==> src/rtl/timer_a_ctrl_if.sv <==
// Register bus and datapath control signals between the Timer_A controller
// and its host / counter datapath.
interface timer_a_ctrl_if;
  logic       i_we;
  logic [1:0] i_addr;
  logic [7:0] i_wdata;
  logic [7:0] o_rdata;
  logic [7:0] i_ta;
  logic       o_tick;
  logic       o_dir;
  logic       o_clr;
  logic [7:0] o_tac;
  logic       o_irq;

  modport slave (
    input  i_we, i_addr, i_wdata, i_ta,
    output o_rdata, o_tick, o_dir, o_clr, o_tac, o_irq
  );

  modport master (
    output i_we, i_addr, i_wdata, i_ta,
    input  o_rdata, o_tick, o_dir, o_clr, o_tac, o_irq
  );
endinterface

==> src/rtl/timer_a_ctrl.sv <==
// Timer_A control block: register file, prescaler and run-state FSM that
// drive tick/clear/direction into an external 8-bit counter datapath.
module timer_a_ctrl (
  input  logic           i_clk,
  input  logic           i_rst_n,
  timer_a_ctrl_if.slave  bus
);

  typedef enum logic [1:0] {
    ST_IDLE   = 2'd0,
    ST_RUN_UP = 2'd1,
    ST_RUN_DN = 2'd2
  } state_e;

  state_e     state_q, state_d;
  logic [6:0] tactl_q, tactl_d;
  logic [7:0] tac_q, tac_d;
  logic       taifg_q, taifg_d;
  logic       taie_q, taie_d;
  logic [3:0] ps_q, ps_d;

  logic       ctl_wr, tac_wr, st_wr;
  logic [3:0] div_n;
  logic [1:0] mode;
  logic       en, running, tick, terminal, ctl_stop;
  logic       clr, dir, taifg_set;
  logic       unused_wdata;

  assign ctl_wr = bus.i_we && (bus.i_addr == 2'd0);
  assign tac_wr = bus.i_we && (bus.i_addr == 2'd1);
  assign st_wr  = bus.i_we && (bus.i_addr == 2'd2);

  assign mode    = tactl_q[6:5];
  assign en      = tactl_q[4];
  assign div_n   = (tactl_q[3:0] == 4'd0) ? 4'd1 : tactl_q[3:0];
  assign running = (state_q != ST_IDLE);
  assign tick    = running && (ps_q == (div_n - 4'd1));

  // A TACTL write that disables the timer or changes MODE drops back to IDLE.
  assign ctl_stop = ctl_wr && (!bus.i_wdata[4] || (bus.i_wdata[6:5] == 2'b00) ||
                               (bus.i_wdata[6:5] != mode));

  always_comb begin
    terminal = 1'b0;
    if (tick) begin
      case (mode)
        2'b01:   terminal = (bus.i_ta == tac_q);
        2'b10:   terminal = (bus.i_ta == 8'hFF);
        2'b11:   terminal = (state_q == ST_RUN_UP) ? (bus.i_ta == tac_q)
                                                   : (bus.i_ta == 8'h00);
        default: terminal = 1'b0;
      endcase
    end
  end

  always_comb begin
    state_d   = state_q;
    ps_d      = ps_q;
    clr       = 1'b0;
    dir       = (state_q != ST_RUN_DN);
    taifg_set = 1'b0;
    case (state_q)
      ST_IDLE: begin
        ps_d = 4'd0;
        if (en && (mode != 2'b00) && !ctl_wr) begin
          state_d = ST_RUN_UP;
          clr     = 1'b1;
        end
      end
      ST_RUN_UP, ST_RUN_DN: begin
        ps_d = tick ? 4'd0 : ps_q + 4'd1;
        if (terminal) begin
          if (mode == 2'b11) begin
            // The turning-point tick already counts in the new direction,
            // so the datapath reverses at TAC / 00h instead of overshooting.
            state_d   = (state_q == ST_RUN_UP) ? ST_RUN_DN : ST_RUN_UP;
            dir       = (state_q == ST_RUN_DN);
            taifg_set = (state_q == ST_RUN_DN);
            ps_d      = 4'd0;
          end else begin
            clr       = 1'b1;
            taifg_set = 1'b1;
          end
        end
        if (ctl_wr) begin
          ps_d = 4'd0;
          if (ctl_stop) begin
            state_d = ST_IDLE;
          end
        end
      end
      default: begin
        state_d = ST_IDLE;
        ps_d    = 4'd0;
      end
    endcase
  end

  always_comb begin
    tactl_d = ctl_wr ? bus.i_wdata[6:0] : tactl_q;
    tac_d   = tac_wr ? bus.i_wdata : tac_q;
    taie_d  = st_wr ? bus.i_wdata[1] : taie_q;
    taifg_d = taifg_q;
    if (taifg_set) begin
      taifg_d = 1'b1;
    end else if (st_wr && bus.i_wdata[0]) begin
      taifg_d = 1'b0;
    end
  end

  always_ff @(posedge i_clk or negedge i_rst_n) begin
    if (!i_rst_n) begin
      state_q <= ST_IDLE;
      tactl_q <= 7'd0;
      tac_q   <= 8'd0;
      taifg_q <= 1'b0;
      taie_q  <= 1'b0;
      ps_q    <= 4'd0;
    end else begin
      state_q <= state_d;
      tactl_q <= tactl_d;
      tac_q   <= tac_d;
      taifg_q <= taifg_d;
      taie_q  <= taie_d;
      ps_q    <= ps_d;
    end
  end

  always_comb begin
    case (bus.i_addr)
      2'd0:    bus.o_rdata = {1'b0, tactl_q};
      2'd1:    bus.o_rdata = tac_q;
      2'd2:    bus.o_rdata = {6'd0, taie_q, taifg_q};
      default: bus.o_rdata = bus.i_ta;
    endcase
  end

  assign bus.o_tick = tick;
  assign bus.o_clr  = clr;
  assign bus.o_dir  = dir;
  assign bus.o_tac  = tac_q;
  assign bus.o_irq  = taifg_q & taie_q;

  assign unused_wdata = bus.i_wdata[7];

endmodule

==> src/flat_wrapper.sv <==
// flat-port wrapper written by rule: the top's interface ports become plain ports
module timer_a_ctrl_flat 
  (i_clk, i_rst_n, bus_i_we, bus_i_addr, bus_i_wdata, bus_i_ta, bus_o_rdata, bus_o_tick, bus_o_dir, bus_o_clr, bus_o_tac, bus_o_irq);
  timer_a_ctrl_if bus_i ();
  input  logic i_clk;
  input  logic i_rst_n;
  input wire logic [$bits(bus_i.i_we)-1:0] bus_i_we;
  input wire logic [$bits(bus_i.i_addr)-1:0] bus_i_addr;
  input wire logic [$bits(bus_i.i_wdata)-1:0] bus_i_wdata;
  input wire logic [$bits(bus_i.i_ta)-1:0] bus_i_ta;
  output wire logic [$bits(bus_i.o_rdata)-1:0] bus_o_rdata;
  output wire logic [$bits(bus_i.o_tick)-1:0] bus_o_tick;
  output wire logic [$bits(bus_i.o_dir)-1:0] bus_o_dir;
  output wire logic [$bits(bus_i.o_clr)-1:0] bus_o_clr;
  output wire logic [$bits(bus_i.o_tac)-1:0] bus_o_tac;
  output wire logic [$bits(bus_i.o_irq)-1:0] bus_o_irq;
  assign bus_i.i_we = bus_i_we;
  assign bus_i.i_addr = bus_i_addr;
  assign bus_i.i_wdata = bus_i_wdata;
  assign bus_i.i_ta = bus_i_ta;
  assign bus_o_rdata = bus_i.o_rdata;
  assign bus_o_tick = bus_i.o_tick;
  assign bus_o_dir = bus_i.o_dir;
  assign bus_o_clr = bus_i.o_clr;
  assign bus_o_tac = bus_i.o_tac;
  assign bus_o_irq = bus_i.o_irq;
  timer_a_ctrl u_core (.i_clk(i_clk), .i_rst_n(i_rst_n), .bus(bus_i));
endmodule
==> config.mk <==
export PLATFORM = sky130hd
export DESIGN_NAME = timer_a_ctrl_flat
export DESIGN_NICKNAME = d
export VERILOG_FILES = /design/src/rtl/timer_a_ctrl_if.sv /design/src/rtl/timer_a_ctrl.sv /design/src/flat_wrapper.sv
export SDC_FILE = /design/constraint.sdc
export NUM_CORES = 1
export LEC_CHECK = 0
export ABC_AREA = 1
export CORE_UTILIZATION = 45
export CTS_CLUSTER_SIZE = 30
export DETAILED_ROUTE_END_ITERATION = 7
export GPL_ROUTABILITY_DRIVEN = 0
export PLACE_DENSITY = 0.76
export SETUP_SLACK_MARGIN = 0.2
export SLEW_MARGIN = 30
export SYNTH_ARGS = -nofsm -noshare
export SYNTH_HDL_FRONTEND = slang
export SYNTH_SLANG_ARGS = --single-unit
==> constraint.sdc <==
create_clock -name i_clk -period 2.5 [get_ports i_clk]
set_clock_uncertainty 0.15 [all_clocks]
set_input_delay 0.75 -clock i_clk [delete_from_list [all_inputs] [get_ports i_clk]]
set_output_delay 0.75 -clock i_clk [all_outputs]
set_load 0.05 [all_outputs]
* After elaboration in Yosys (flattened, before gate mapping)
Cells that the tools add are included.
W data, S select, Z words.
** Word-level totals
- Word-level logic and storage cells :: 72
- Bits in registers :: 23
- Bits of input ports :: 21
- Output and inout port bits :: 20
** Cells by class
- Reductions and logical operators :: 21
- $add $sub $neg :: 2
- Bitwise operators :: 1
- Equality and inequality tests :: 13
- Muxes and demuxes :: 29
** Operators by type and width (count)
- $mux W4 :: 6
- $pmux W8 S3 :: 1
- $mux W1 :: 13
- $mux W2 :: 6
- $eq A2 B2 Y1 const B :: 4
- $eq A8 B8 Y1 :: 1
- $eq A8 B8 Y1 const B :: 1
- $logic_and A1 B1 Y1 :: 8
- $logic_not A8 Y1 :: 1
- $eq A2 B1 Y1 const B :: 3
- $logic_not A2 Y1 :: 3
- $reduce_bool A2 Y1 :: 3
- $add A4 B1 Y4 const B :: 1
- $eq A4 B4 Y1 :: 1
- $logic_not A4 Y1 :: 1
- $pmux W2 S2 :: 1
- $sub A4 B1 Y4 const B :: 1
- $pmux W1 S3 :: 1
- $logic_not A1 Y1 :: 2
- $logic_or A1 B1 Y1 :: 2
- $ne A2 B1 Y1 const B :: 1
- $ne A2 B2 Y1 :: 1
- $ne A2 B2 Y1 const B :: 1
- $pmux W1 S2 :: 1
- other kinds (2) :: 2

* Longest topological paths before layout
- Depth in word-level cells :: 10
- Gate-level depth with buffers :: 18
- Depth with buffers taken out :: 18

* Worst setup path before layout
Ideal clock, no wire load.
- Kind :: flip-flop to output port
- Start :: register u_core.tactl_q[2]
- End :: output bus_o_dir
- Setup slack :: -1.525 ns
- Arrival :: 3.125 ns
- Required time :: 1.600 ns
- Stages on the path, launching flop included :: 13
- Buffers on the path :: 0
- Path through :: dfrtp_1 -> nor2_1 -> nand2_1 -> nand2_1 -> inv_1 -> ha_1 -> a21oi_1 -> o21ai_0 -> nor2_1 -> nand2_1 -> nor2_2 -> nand3_1 -> o21ai_0
** Between the ends
- Cells in the longest elaborated chain, start to end :: 8
** RTL lines
- start, declared :: RTL line timer_a_ctrl.sv:16 : logic [6:0] tactl_q, tactl_d;
- start signal, assigned :: RTL line timer_a_ctrl.sv:121 : tactl_q <= tactl_d;
- $logic_not A4 Y1 :: RTL line timer_a_ctrl.sv:35 : assign div_n = (tactl_q[3:0] == 4'd0) ? 4'd1 : tactl_q[3:0];
- $mux W4 (*) :: RTL line timer_a_ctrl.sv:35
- $sub A4 B1 Y4 (*) :: RTL line timer_a_ctrl.sv:37 : assign tick = running && (ps_q == (div_n - 4'd1));
- $eq A4 B4 Y1 (*) :: RTL line timer_a_ctrl.sv:37
- $logic_and A1 B1 Y1 (*) :: RTL line timer_a_ctrl.sv:37
- named net bus_o_tick :: RTL line flat_wrapper.sv:12 : output wire logic [$bits(bus_i.o_tick)-1:0] bus_o_tick;
- $mux W1 (*) :: RTL line timer_a_ctrl.sv:45 : if (tick) begin
- $mux W1 (*) :: RTL line timer_a_ctrl.sv:72 : if (terminal) begin
- $mux W1 (*) :: RTL line timer_a_ctrl.sv:62 : case (state_q)
- end, declared :: RTL line flat_wrapper.sv:13 : output wire logic [$bits(bus_i.o_dir)-1:0] bus_o_dir;
The timed path passes the listed nets; every way through them passes the cells marked *.

* Worst setup path after layout
- Start :: register u_core.tactl_q[2]
- End :: output bus_o_tick
** Between the ends
- Cells in the longest elaborated chain, start to end :: 5
** RTL lines (RTL line)
- $logic_not A4 Y1 :: timer_a_ctrl.sv:35
- $mux W4 (*) :: timer_a_ctrl.sv:35
- $sub A4 B1 Y4 (*) :: timer_a_ctrl.sv:37
- $eq A4 B4 Y1 (*) :: timer_a_ctrl.sv:37
- $logic_and A1 B1 Y1 (*) :: timer_a_ctrl.sv:37
- end, declared :: flat_wrapper.sv:12
Every way passes the cells marked *; elsewhere a longest branch is shown, timed or not.

==> results_dict.tcl <==
set metrics [dict create \
    outcome "complete, but fails checks" \
    violations "negative setup slack" \
    critPathMaxStageDelay_ns 0.41 \
    fin_ws_ns -0.772 \
    vias_per_cell 5.63 \
    wirelength_um 7190 \
    ys_types 32 \
    synth_common_cells "nand2_1, inv_1, dfrtp_1" \
    crit_chain "nor2_2 > nand2_1 > nand2_2 > inv_2 > ha_4 > inv_4 > nand2_4 > nand2_2 > nand2_2 > nand2_2 > nor2_2 > nand2_2 > nor2_4 > buf_4 > buf_6 > buf_6 > buf_6 > buf_12" \
    syn-instance-count 241 \
    yosys_warnings 0 \
    stdcell_area_um2 3210 \
    synth_adder_area_share_pct 5.12 \
    muxShareOfSynthArea_pct 2.63 \
    syn_area_per_cell_um2 7.10 \
    dp_cells 371 \
    finalMaxSlewViolations 0 \
    stdcell_count 395 \
    drive_gt1_share_pct 42.4 \
    p_leak_nw 1.57 \
    synth-seq-cells 23 \
    relSlewSlack_pct 65.1 \
    grt.total_usage_pct 31.0 \
    holdCritPathClass "reg -> reg" \
    worst_setup_path_end_kind "primary output" \
    critPathMaxFanout 3 \
    cts_buffers 3 \
    fin_crit_ns 3.27 \
    antenna_found_initial 0 \
    clock_sinks 23 \
    synth_compound_area_share_pct 11.5 \
    firstDrtPassIters 6 \
    grt_max_degree 24 \
    synth.top_cell.area_share_pct 33.6 \
    ys_seq_area_share_pct 33.6 \
    areaGrowthSynthToFinish_pct 87.7 \
    synth_most_common_cell "nand2_1" \
    die_area_um2 4050 \
    clkSlewWorstSetupHoldPaths_ns 0.09 \
    powerDensity_nw_per_um2 614 \
    cts-root-buf "clkbuf_8" \
    start_util_pct 46.8 \
    drt_iter0_drc 194 \
    port_buffers 40 \
    worstPathArrival_ns 2.37 \
    htreeDepth 1 \
    synthTopCellsByArea "dfrtp_1, nand2_1, inv_1, ha_1, o21ai_0" \
    ioPinCount 41 \
    grt_overflow_total 0 \
    yosys.area_share.xor_xnor_pct 4.61 \
    wl_per_cell_um 18.2 \
    synth-async-reset-ratio_pct 100 \
    grt_pass1_vias 2125 \
    critPathLaunchType "flop" \
    cpMostUsedCell "nand2_2" \
    fmax_mhz 306 \
    synthFlopType "dfrtp_1" \
    fin_crit_sh_pct 131 \
    required_ns 1.60 \
    num_vias 2223 \
    hold_viol 0 \
    grt_pass1_wl_um 9590 \
    clock_latency_ns 0.28 \
    max_slew.worst_pin.slew_ns 0.526 \
    drc_errors 0 \
    antenna_cells 0 \
    irDropWorstVdd_mv 0.555 \
    nNetsFinal 376 \
    rows 22 \
    placed_area_um2 2760 \
    synthesis.area_um2 1710 \
    nFillCells 187 \
    synth_top_family_by_area "simple AND/OR/NAND/NOR gates" \
    crit_slowest_cell "dfrtp_1" \
    cts_tree "done" \
    rsz0062_at_grt "true" \
    die_w_um 63.7 \
    dpl.hpwl_um 3960 \
    cap_violations 0 \
    worstSetupPathType "reg -> out" \
    core_um2 3660 \
    synth_edf_count 0 \
    ant_nets 0 \
    fin_setup_tns_ns -5.48 \
    hold_buffers 0 \
    setup_viol 17 \
    clockBufferDepth 2 \
    synth_top_area_cell "dfrtp_1" \
    synth-simple-area-share_pct 32.7 \
    die_h_um 63.7 \
    syn_nets 269 \
]
[registers in the layout, indices dropped and copies added (netlist names)]
name and cells:
u_core.taie_q 1, u_core.state_q 2, u_core.tactl_q 7, u_core.ps_q 4
u_core.taifg_q 1, u_core.bus.o_tac 8
[stage by stage]
step,util [%],setup WS (ns),hold slack [ns],total power [mW]
6_report,87.8,-0.772,0.381,1.97
4_1_cts,83.9,-0.666,0.367,1.82
3_5_place_dp,75.5,-0.805,0.351,1.47
2_1_floorplan,-,-0.616,0.304,1.04
3_3_place_gp,75.5,-0.776,0.345,1.44
5_1_grt,87.8,-0.852,0.405,2.05
[layout by cell type (no fill, tap or decap), drive strengths merged, types with 2 or more instances in the layout]
| cell type | Yosys | final |
|---|---|---|
| dlygate4sd2 | 0 | 11 |
| o2111ai | 3 | 3 |
| nand3 | 13 | 13 |
| o21ai | 19 | 19 |
| dfrtp | 23 | 23 |
| o221ai | 4 | 4 |
| clkdlybuf4s50 | 0 | 10 |
| or2 | 3 | 3 |
| clkbuf | 2 | 3 |
| buf | 1 | 81 |
| nand2 | 71 | 71 |
| ha | 7 | 7 |
| nor2 | 22 | 22 |
| xor2 | 2 | 2 |
| clkdlybuf4s15 | 0 | 3 |
| o211ai | 2 | 2 |
| a21oi | 3 | 3 |
| xnor2 | 7 | 7 |
| nand4 | 7 | 7 |
| nor3 | 3 | 3 |
| mux2 | 4 | 4 |
| inv | 41 | 41 |
[power by group]
part | internal (mW) | switching [mW] | total (mW)
clock network | 0.113 | 0.137 | 0.250
registers | 0.436 | 0.0790 | 0.515
logic | 0.553 | 0.656 | 1.21
total | 1.10 | 0.872 | 1.97
[layer usage]
layer  share of wire, %  GRT usage (%)
met2                 53           58.0
met3                7.2           3.80
met1                 37           35.5
met4                3.4           11.4
met5                  0              0
[cells by family after synthesis]
kind of cell               after synthesis
adders and majority gates                7
xor gates and xnor gates                 9
buffers and inverters                   44
muxes                                    4
AOI/OAI and AO/OA                       32
DFF                                     23
and+or+nand+nor                        122
[final timing paths]
path	slack (ns)	from	cells after the start	endpoint
setup / recovery	-0.77	u_core.tactl_q[2]	18	bus_o_tick
hold / removal	0.38	u_core.ps_q[0]	1	u_core.ps_q[0]
setup reg to reg	-0.65	u_core.tactl_q[2]	21	u_core.ps_q[2]
hold reg to reg	0.38	u_core.ps_q[0]	1	u_core.ps_q[0]
max in group asynchronous	1.29	i_rst_n	2	u_core.bus.o_tac[4]
min in group asynchronous	0.67	i_rst_n	2	u_core.tactl_q[3]
[area by class of cell]
type / instances / area [µm²] / share of cell area [%]
clock inverters: 1 / 7.51 / 0.234
inverters: 41 / 178 / 5.53
repair buffers: 105 / 1080 / 33.5
clock buffers: 3 / 41.3 / 1.29
multi-input cells: 174 / 1270 / 39.7
flip-flops and latches: 23 / 576 / 17.9
well taps: 48 / 60.1 / 1.87
[worst max-delay path, delay by kind of cell (launching register included)]
family        cells  cell delay [ns]
simple gates     10             0.78
buf+inv           7             0.73
flops             1             0.41
fa+ha+maj         1             0.17
[timing repair]
action | 4_1_cts | 5_1_grt
cloned | 0 | 0
endpoints found under the setup margin | 17 | 18
setup buffers | 17 | 3
pin swaps | 22 | 23
gates resized for setup | 62 | 34
(Power assumes the default switching activity.)
